--- src/rtl/psg_bus_pkg.sv ---
// Shared types and constants for the PSG bus driver: FSM states, bus codes
// and the packed command word carried through the command FIFO.
package psg_bus_pkg;

  typedef enum logic [2:0] {
    ST_IDLE,
    ST_ADDR,
    ST_AGAP,
    ST_WR,
    ST_RD,
    ST_GAP
  } state_e;

  localparam logic [1:0] BUS_IDLE  = 2'b00;
  localparam logic [1:0] BUS_READ  = 2'b01;
  localparam logic [1:0] BUS_WRITE = 2'b10;
  localparam logic [1:0] BUS_ADDR  = 2'b11;

  localparam int unsigned CMD_W = 13;

  localparam logic [3:0] ADDR_MASK = 4'b0000;

  typedef struct packed {
    logic       write;
    logic [3:0] addr;
    logic [7:0] wdata;
  } cmd_t;

  function automatic logic [1:0] bus_code(input state_e s);
    case (s)
      ST_ADDR: return BUS_ADDR;
      ST_WR:   return BUS_WRITE;
      ST_RD:   return BUS_READ;
      default: return BUS_IDLE;
    endcase
  endfunction

endpackage

--- src/rtl/psg_bus_driver_if.sv ---
// System-side command/response handshake plus the PSG-facing bdir/bc1 bus.
interface psg_bus_driver_if;
  logic       req_valid;
  logic       req_ready;
  logic       req_write;
  logic [3:0] req_addr;
  logic [7:0] req_wdata;
  logic       rsp_valid;
  logic [7:0] rsp_data;
  logic       busy;
  logic       bdir;
  logic       bc1;
  logic [7:0] d_out;
  logic [7:0] q_in;

  modport slave (
    input  req_valid, req_write, req_addr, req_wdata, q_in,
    output req_ready, rsp_valid, rsp_data, busy, bdir, bc1, d_out
  );

  modport master (
    output req_valid, req_write, req_addr, req_wdata, q_in,
    input  req_ready, rsp_valid, rsp_data, busy, bdir, bc1, d_out
  );
endinterface

--- src/rtl/psg_cmd_fifo.sv ---
// Synchronous command FIFO; pointers carry one extra wrap bit to tell full from empty.
module psg_cmd_fifo
  import psg_bus_pkg::*;
#(
  parameter int unsigned DEPTH = 4
) (
  input  logic             clock,
  input  logic             reset,
  input  logic             push,
  input  logic             pop,
  input  logic [CMD_W-1:0] din,
  output logic [CMD_W-1:0] dout,
  output logic             full,
  output logic             empty
);

  localparam int unsigned AW = $clog2(DEPTH);
  localparam logic [AW:0] PTR_ONE = {{AW{1'b0}}, 1'b1};

  logic [CMD_W-1:0] mem_q [DEPTH];
  logic [AW:0]      wr_q;
  logic [AW:0]      rd_q;
  logic             do_push;
  logic             do_pop;

  assign do_push = push & ~full;
  assign do_pop  = pop & ~empty;

  assign empty = (wr_q == rd_q);
  assign full  = (wr_q[AW] != rd_q[AW]) && (wr_q[AW-1:0] == rd_q[AW-1:0]);
  assign dout  = mem_q[rd_q[AW-1:0]];

  always_ff @(posedge clock or posedge reset) begin
    if (reset) begin
      wr_q <= '0;
      rd_q <= '0;
    end else begin
      if (do_push) wr_q <= wr_q + PTR_ONE;
      if (do_pop)  rd_q <= rd_q + PTR_ONE;
    end
  end

  always_ff @(posedge clock) begin
    if (do_push) mem_q[wr_q[AW-1:0]] <= din;
  end

endmodule

--- src/rtl/psg_bus_driver.sv ---
// Converts queued PSG register read/write commands into sequenced
// address-latch / write / read bdir-bc1 bus cycles, with optional address caching.
module psg_bus_driver
  import psg_bus_pkg::*;
#(
  parameter int unsigned FIFO_DEPTH  = 4,
  parameter int unsigned HOLD_CYCLES = 1,
  parameter int unsigned ADDR_CACHE  = 1
) (
  input logic              clock,
  input logic              reset,
  input logic              ce,
  psg_bus_driver_if.slave  bus
);

  localparam logic [3:0] HOLD_RELOAD = 4'(HOLD_CYCLES - 1);

  state_e     state_q, state_d;
  logic [3:0] hold_q, hold_d;
  cmd_t       cmd_q, cmd_d;
  logic [3:0] cache_addr_q;
  logic       cache_vld_q;
  logic       rsp_valid_q, rsp_valid_d;
  logic [7:0] rsp_data_q, rsp_data_d;
  logic [1:0] bus_q, bus_d;
  logic [7:0] dout_q, dout_d;

  logic             fifo_full, fifo_empty, fifo_pop;
  logic [CMD_W-1:0] fifo_dout;
  cmd_t             head, req_cmd;
  logic             hold_done, cache_hit, cache_load, rsp_fire;

  assign req_cmd = '{write: bus.req_write, addr: bus.req_addr, wdata: bus.req_wdata};
  assign head    = cmd_t'(fifo_dout);

  psg_cmd_fifo #(
    .DEPTH(FIFO_DEPTH)
  ) u_fifo (
    .clock(clock),
    .reset(reset),
    .push (bus.req_valid),
    .pop  (fifo_pop),
    .din  (req_cmd),
    .dout (fifo_dout),
    .full (fifo_full),
    .empty(fifo_empty)
  );

  assign hold_done  = (hold_q == '0);
  assign cache_hit  = (ADDR_CACHE != 0) && cache_vld_q && (cache_addr_q == head.addr);
  assign fifo_pop   = ce && (state_q == ST_IDLE) && !fifo_empty;
  assign cache_load = ce && (state_q == ST_ADDR) && hold_done;
  assign rsp_fire   = ce && (state_q == ST_RD) && hold_done;

  always_ff @(posedge clock or posedge reset) begin
    if (reset) begin
      state_q <= ST_IDLE;
      hold_q  <= HOLD_RELOAD;
    end else begin
      state_q <= state_d;
      hold_q  <= hold_d;
    end
  end

  always_comb begin
    state_d = state_q;
    cmd_d   = fifo_pop ? head : cmd_q;
    if (ce) begin
      case (state_q)
        ST_IDLE: if (!fifo_empty) state_d = cache_hit ? (head.write ? ST_WR : ST_RD) : ST_ADDR;
        ST_ADDR: if (hold_done) state_d = ST_AGAP;
        ST_AGAP: state_d = cmd_q.write ? ST_WR : ST_RD;
        ST_WR,
        ST_RD:   if (hold_done) state_d = ST_GAP;
        ST_GAP:  state_d = ST_IDLE;
        default: state_d = ST_IDLE;
      endcase
    end
    // Reload on every state change so each phase starts a fresh hold count.
    hold_d = hold_q;
    if (ce) begin
      if (state_d != state_q)  hold_d = HOLD_RELOAD;
      else if (!hold_done)     hold_d = hold_q - 4'd1;
    end
  end

  // Bus outputs are decoded from the next state so they are registered yet
  // line up with the state they belong to.
  always_comb begin
    bus_d  = bus_code(state_d);
    dout_d = '0;
    case (state_d)
      ST_ADDR: dout_d = {ADDR_MASK, cmd_d.addr};
      ST_WR:   dout_d = cmd_d.wdata;
      default: dout_d = '0;
    endcase
    rsp_valid_d = rsp_fire;
    rsp_data_d  = rsp_fire ? bus.q_in : rsp_data_q;
  end

  always_ff @(posedge clock or posedge reset) begin
    if (reset) begin
      cmd_q        <= '0;
      cache_addr_q <= '0;
      cache_vld_q  <= 1'b0;
      rsp_valid_q  <= 1'b0;
      rsp_data_q   <= '0;
      bus_q        <= BUS_IDLE;
      dout_q       <= '0;
    end else begin
      cmd_q       <= cmd_d;
      rsp_valid_q <= rsp_valid_d;
      rsp_data_q  <= rsp_data_d;
      bus_q       <= bus_d;
      dout_q      <= dout_d;
      if (cache_load) begin
        cache_addr_q <= cmd_q.addr;
        cache_vld_q  <= 1'b1;
      end
    end
  end

  assign bus.req_ready = ~fifo_full;
  assign bus.rsp_valid = rsp_valid_q;
  assign bus.rsp_data  = rsp_data_q;
  assign bus.busy      = ~fifo_empty | (state_q != ST_IDLE);
  assign bus.bdir      = bus_q[1];
  assign bus.bc1       = bus_q[0];
  assign bus.d_out     = dout_q;

endmodule

--- src/flat_wrapper.sv ---
// flat-port wrapper written by rule: the top's interface ports become plain ports
module psg_bus_driver_flat import psg_bus_pkg::*;
#(
  parameter int unsigned FIFO_DEPTH  = 4,
  parameter int unsigned HOLD_CYCLES = 1,
  parameter int unsigned ADDR_CACHE  = 1
)
  (clock, reset, ce, bus_req_valid, bus_req_write, bus_req_addr, bus_req_wdata, bus_q_in, bus_req_ready, bus_rsp_valid, bus_rsp_data, bus_busy, bus_bdir, bus_bc1, bus_d_out);
  psg_bus_driver_if bus_i ();
  input logic clock;
  input logic reset;
  input logic ce;
  input wire logic [$bits(bus_i.req_valid)-1:0] bus_req_valid;
  input wire logic [$bits(bus_i.req_write)-1:0] bus_req_write;
  input wire logic [$bits(bus_i.req_addr)-1:0] bus_req_addr;
  input wire logic [$bits(bus_i.req_wdata)-1:0] bus_req_wdata;
  input wire logic [$bits(bus_i.q_in)-1:0] bus_q_in;
  output wire logic [$bits(bus_i.req_ready)-1:0] bus_req_ready;
  output wire logic [$bits(bus_i.rsp_valid)-1:0] bus_rsp_valid;
  output wire logic [$bits(bus_i.rsp_data)-1:0] bus_rsp_data;
  output wire logic [$bits(bus_i.busy)-1:0] bus_busy;
  output wire logic [$bits(bus_i.bdir)-1:0] bus_bdir;
  output wire logic [$bits(bus_i.bc1)-1:0] bus_bc1;
  output wire logic [$bits(bus_i.d_out)-1:0] bus_d_out;
  assign bus_i.req_valid = bus_req_valid;
  assign bus_i.req_write = bus_req_write;
  assign bus_i.req_addr = bus_req_addr;
  assign bus_i.req_wdata = bus_req_wdata;
  assign bus_i.q_in = bus_q_in;
  assign bus_req_ready = bus_i.req_ready;
  assign bus_rsp_valid = bus_i.rsp_valid;
  assign bus_rsp_data = bus_i.rsp_data;
  assign bus_busy = bus_i.busy;
  assign bus_bdir = bus_i.bdir;
  assign bus_bc1 = bus_i.bc1;
  assign bus_d_out = bus_i.d_out;
  psg_bus_driver #(.FIFO_DEPTH(FIFO_DEPTH), .HOLD_CYCLES(HOLD_CYCLES), .ADDR_CACHE(ADDR_CACHE)) u_core (.clock(clock), .reset(reset), .ce(ce), .bus(bus_i));
endmodule
--- config.mk ---
export PLATFORM = sky130hd
export DESIGN_NAME = psg_bus_driver_flat
export DESIGN_NICKNAME = d
export VERILOG_FILES = /design/src/rtl/psg_bus_pkg.sv /design/src/rtl/psg_bus_driver_if.sv /design/src/rtl/psg_cmd_fifo.sv /design/src/rtl/psg_bus_driver.sv /design/src/flat_wrapper.sv
export SDC_FILE = /design/constraint.sdc
export NUM_CORES = 1
export LEC_CHECK = 0
export BUFFER_PORTS_ARGS = -buffer_cell sky130_fd_sc_hd__buf_2
export CAP_MARGIN = 40
export CORE_MARGIN = 8
export CORE_UTILIZATION = 52
export DETAILED_ROUTE_END_ITERATION = 6
export PLACE_DENSITY_LB_ADDON = 0.25
export RECOVER_POWER = 100
export SETUP_SLACK_MARGIN = 0.15
export SYNTH_ARGS = -nofsm -noshare
export SYNTH_HDL_FRONTEND = slang
export SYNTH_SLANG_ARGS = --single-unit
--- constraint.sdc ---
create_clock -name clock -period 2.35 [get_ports clock]
set_clock_uncertainty 0.15 [all_clocks]
set_input_delay 0.235 -clock clock [delete_from_list [all_inputs] [get_ports clock]]
set_output_delay 0.235 -clock clock [all_outputs]
set_load 0.02 [all_outputs]
==> flow_metrics.py <==
metrics = {
    "status": {
        "status": "finished, final reports clean",
    },
    "sta": {
        "setup_total_negative_slack_ns": 0,
        "fin_crit_ns": 2.326,
        "hold_viol_final": 0,
        "maxSlewHeadroom_pct": 31.09,
        "max_freq_ghz": 0.4299,
        "finalCritPeriodShare_pct": 98.99,
        "rsz0062_at_grt": "yes",
        "setup_viol": 0,
        "slew_viol_final": 0,
        "tightestPinTransition_ns": 1.033,
    },
    "grt": {
        "grt_pass1_vias": 2874,
        "antenna_found_initial": 0,
        "track_usage_pct": 16.27,
        "grt-ovfl-total": 0,
        "grt_max_degree": 28,
        "grt_first_pass_wirelength_um": 14340,
    },
    "synthesis": {
        "synth_area_leaders": "edfxtp_1, dfrtp_1, mux4_2",
        "synth_top_family_by_area": "multiplexers",
        "postSynthAreaPerCell_um2": 14.56,
        "synthSimpleGateAreaFrac_pct": 9.685,
        "synth_commonest_cells": "edfxtp_1, dfrtp_1, nand2_1, mux2_2, inv_1",
        "async_reset_ff_share_pct": 49.02,
        "synthXorXnorAreaFrac_pct": 2.679,
        "ys_warn_count": 0,
        "synthFlopType": "edfxtp_1",
        "ys_types": 46,
        "syn-num-nets": 323,
        "synth_edf_count": 52,
        "ys_seq_elements": 102,
        "synth.cell_area_um2": 4250,
        "synth_compound_area_share_pct": 5.505,
        "synth_fa_ha_area_share_pct": 1.766,
        "synth_most_common_cell": "edfxtp_1",
        "yosys.area.top_type": "edfxtp_1",
        "syn_inst": 292,
        "synth_top_cell_area_share_pct": 36.74,
        "synth.area.mux_share_pct": 11.66,
        "seq_area_frac_synth_pct": 66.18,
    },
    "cells_and_area": {
        "seq_area_um2": 2815,
        "multi_input_area_um2": 1565,
        "nFillCells": 550,
        "antennaDiodeCount": 0,
        "final_area_um2": 5614,
        "area_growth_pct": 32.09,
        "nets": 437,
        "drive_gt1_share_pct": 33.33,
    },
    "worst_setup_path": {
        "slowest_delay_ns": 0.46,
        "path_max_fanout": 8,
        "required_ns": 2.45,
        "critPathCaptureType": "flop",
        "start_kind": "flop",
        "arrival_ns": 2.43,
        "path_cells": "buf_6, buf_8, xor2_2, clkbuf_1, o311ai_2, buf_4, and2_1, a31o_2, mux2i_1, nor2_1",
        "path_delay_family": "buffers and inverters",
        "cp_num_buf_inv": 4,
        "cpMaxStageDelayCell": "dfrtp_2",
        "path_class": "reg -> reg",
    },
    "die": {
        "row_count": 33,
        "die_w_um": 106.4,
        "die_y_um": 106.4,
        "io_pins": 46,
        "dieArea_um2": 11320,
        "start_util_pct": 52.79,
        "core-area_um2": 8051,
    },
    "cts": {
        "cts_sinks": 102,
        "numCtsBuffers": 9,
        "cts_htree_levels": 3,
        "cts_tree": "done",
        "clockBufferDepth": 2,
        "clock_latency_ns": 0.36,
        "clockRootBuffer": "clkbuf_8",
        "clk_pin_slew_ns": 0.11,
    },
    "drt": {
        "routed_wl_um": 8962,
        "drt-initial-drc-count": 135,
        "vias": 2706,
        "viasPerCell": 5.244,
        "routedWlPerCell_um": 17.37,
        "drt_first_pass_iters": 4,
        "antenna_left": 0,
        "drcViolationCount": 0,
    },
    "hold_path": {
        "hold_path.class": "in -> reg",
    },
    "pwr": {
        "powerDensity_nw_per_um2": 1360,
        "irDropWorstVdd_mv": 0.7220,
        "power.leakage_uw": 0.002295,
        "p_total_uw": 7637,
    },
    "run": {
        "drv_cap": 0,
    },
    "placed_design": {
        "port_buffers": 45,
        "placed_area_um2": 4882,
        "place.gp.congestion": 0.7523,
        "dp_hpwl_um": 5802,
    },
}
-- sequential cells by signal, indices dropped and copies added, names as in the netlist --
register / cells
u_core.u_fifo.mem_q: 52
u_core.cmd_q: 13
u_core.bus.d_out: 8
u_core.bus.rsp_data: 8
u_core.cache_addr_q: 4
u_core.hold_q: 4
u_core.state_q: 3
u_core.u_fifo.rd_q: 3
u_core.u_fifo.wr_q: 3
u_core.bus_q: 2
u_core.bus.rsp_valid: 1
u_core.cache_vld_q: 1
-- routing by layer --
metal	vias up	part of all wire, %	global-route usage [%]
met3	15	2.8	2.783
met5	-	0	0
met4	0	2.0	7.437
li1	1290	-	-
met1	1351	42	19.41
met2	50	53	28.19
-- worst reg2reg max path, delay by kind of cell, from the launching register on --
| kind | cells | cell delay (ns) |
|---|---|---|
| muxes | 1 | 0.15 |
| AOI/OAI and AO/OA | 2 | 0.37 |
| DFF | 1 | 0.46 |
| buffers and inverters | 4 | 0.69 |
| xor gates and xnor gates | 1 | 0.18 |
| and+or+nand+nor | 2 | 0.22 |
-- power by group --
part	leakage (uW)	switching (uW)	total [uW]	internal, uW
logic	0.00109	1800	3680	1870
clock network	0.000103	613	1130	512
registers	0.00110	362	2840	2470
total	0.00230	2780	7640	4860
-- cells by family after synthesis --
group	Yosys count
AO/OA/AOI/OAI	31
XOR/XNOR	13
adder cells (fa/ha/maj)	6
buffers and inverters	23
flip-flops	102
multiplexers	32
AND/OR/NAND/NOR	85
-- placed cells by master (no fill, tap or decap), types with 3 or more instances in the layout --
| master | Yosys | routed |
|---|---|---|
| edfxtp_1 | 52 | 52 |
| dfrtp_1 | 50 | 48 |
| nand2_1 | 43 | 40 |
| clkbuf_1 | 4 | 35 |
| buf_4 | 0 | 32 |
| dlygate4sd3_1 | 0 | 22 |
| mux2_2 | 14 | 14 |
| mux4_2 | 10 | 12 |
| buf_2 | 5 | 11 |
| inv_1 | 11 | 9 |
| clkbuf_8 | 0 | 9 |
| nor2_1 | 9 | 8 |
| buf_6 | 2 | 8 |
| mux2i_1 | 6 | 6 |
| and3_1 | 5 | 5 |
| nand2b_1 | 6 | 5 |
| ha_1 | 6 | 5 |
| buf_12 | 0 | 5 |
| xnor2_1 | 9 | 4 |
| nor3b_1 | 6 | 4 |
| xnor2_2 | 0 | 4 |
| o21ai_0 | 6 | 4 |
| a21oi_1 | 3 | 3 |
| a21o_1 | 3 | 3 |
| nand3_1 | 5 | 3 |
-- worst paths after layout --
| kind | startpoint | end | slack (ns) | depth (start not counted) |
|---|---|---|---|---|
| min in group asynchronous | reset | u_core.bus.d_out[5]$_DFF_PP0_ | 0.51 | 3 |
| max in group asynchronous | reset | u_core.u_fifo.rd_q[0]$_DFFE_PP0P_ | 0.32 | 4 |
| setup / recovery | u_core.u_fifo.rd_q[0]$_DFFE_PP0P_ | u_core.bus.d_out[2]$_DFF_PP0_ | 0.02 | 10 |
| hold reg to reg | u_core.bus.rsp_data[0]$_DFFE_PP0P_ | u_core.bus.rsp_data[0]$_DFFE_PP0P_ | 0.34 | 2 |
| hold / removal | ce | u_core.hold_q[2]$_DFFE_PP0P_ | 0.11 | 2 |
| setup reg to reg | u_core.u_fifo.rd_q[0]$_DFFE_PP0P_ | u_core.bus.d_out[2]$_DFF_PP0_ | 0.02 | 10 |
-- area by class of cell --
type                       count  share of cell area [%]
clock buffer                  10                   2.273
clock inverter                 6                   1.359
sequential                   102                   50.14
timing repair buffer         114                   15.20
inverter                      12                  0.8023
multi-input combinational    167                   27.88
tap                          105                   2.340
-- through the flow --
step | hold slack [ns] | cells | worst slack [ns] | utilization [%]
6_report | 0.1056 | 516 | 0.02379 | 69.73
5_1_grt | 0.1103 | 516 | -0.06784 | 69.73
4_1_cts | 0.06803 | 514 | 0.03775 | 68.38
3_5_place_dp | 0.1888 | 466 | -0.2060 | 60.64
3_3_place_gp | 0.1833 | 466 | -0.04160 | 60.64
2_1_floorplan | 0.1839 | 292 | 0.1064 | -
-- what timing repair did --
action | in CTS | in global routing
gates resized for setup | 30 | 29
pin swaps | 9 | 12
endpoints found under the hold margin | 86 | 0
setup buffers | 10 | 2
hold buffers | 22 | 0
endpoints found under the setup margin | 21 | 54
Note: power is estimated with default switching activity, not from simulation.
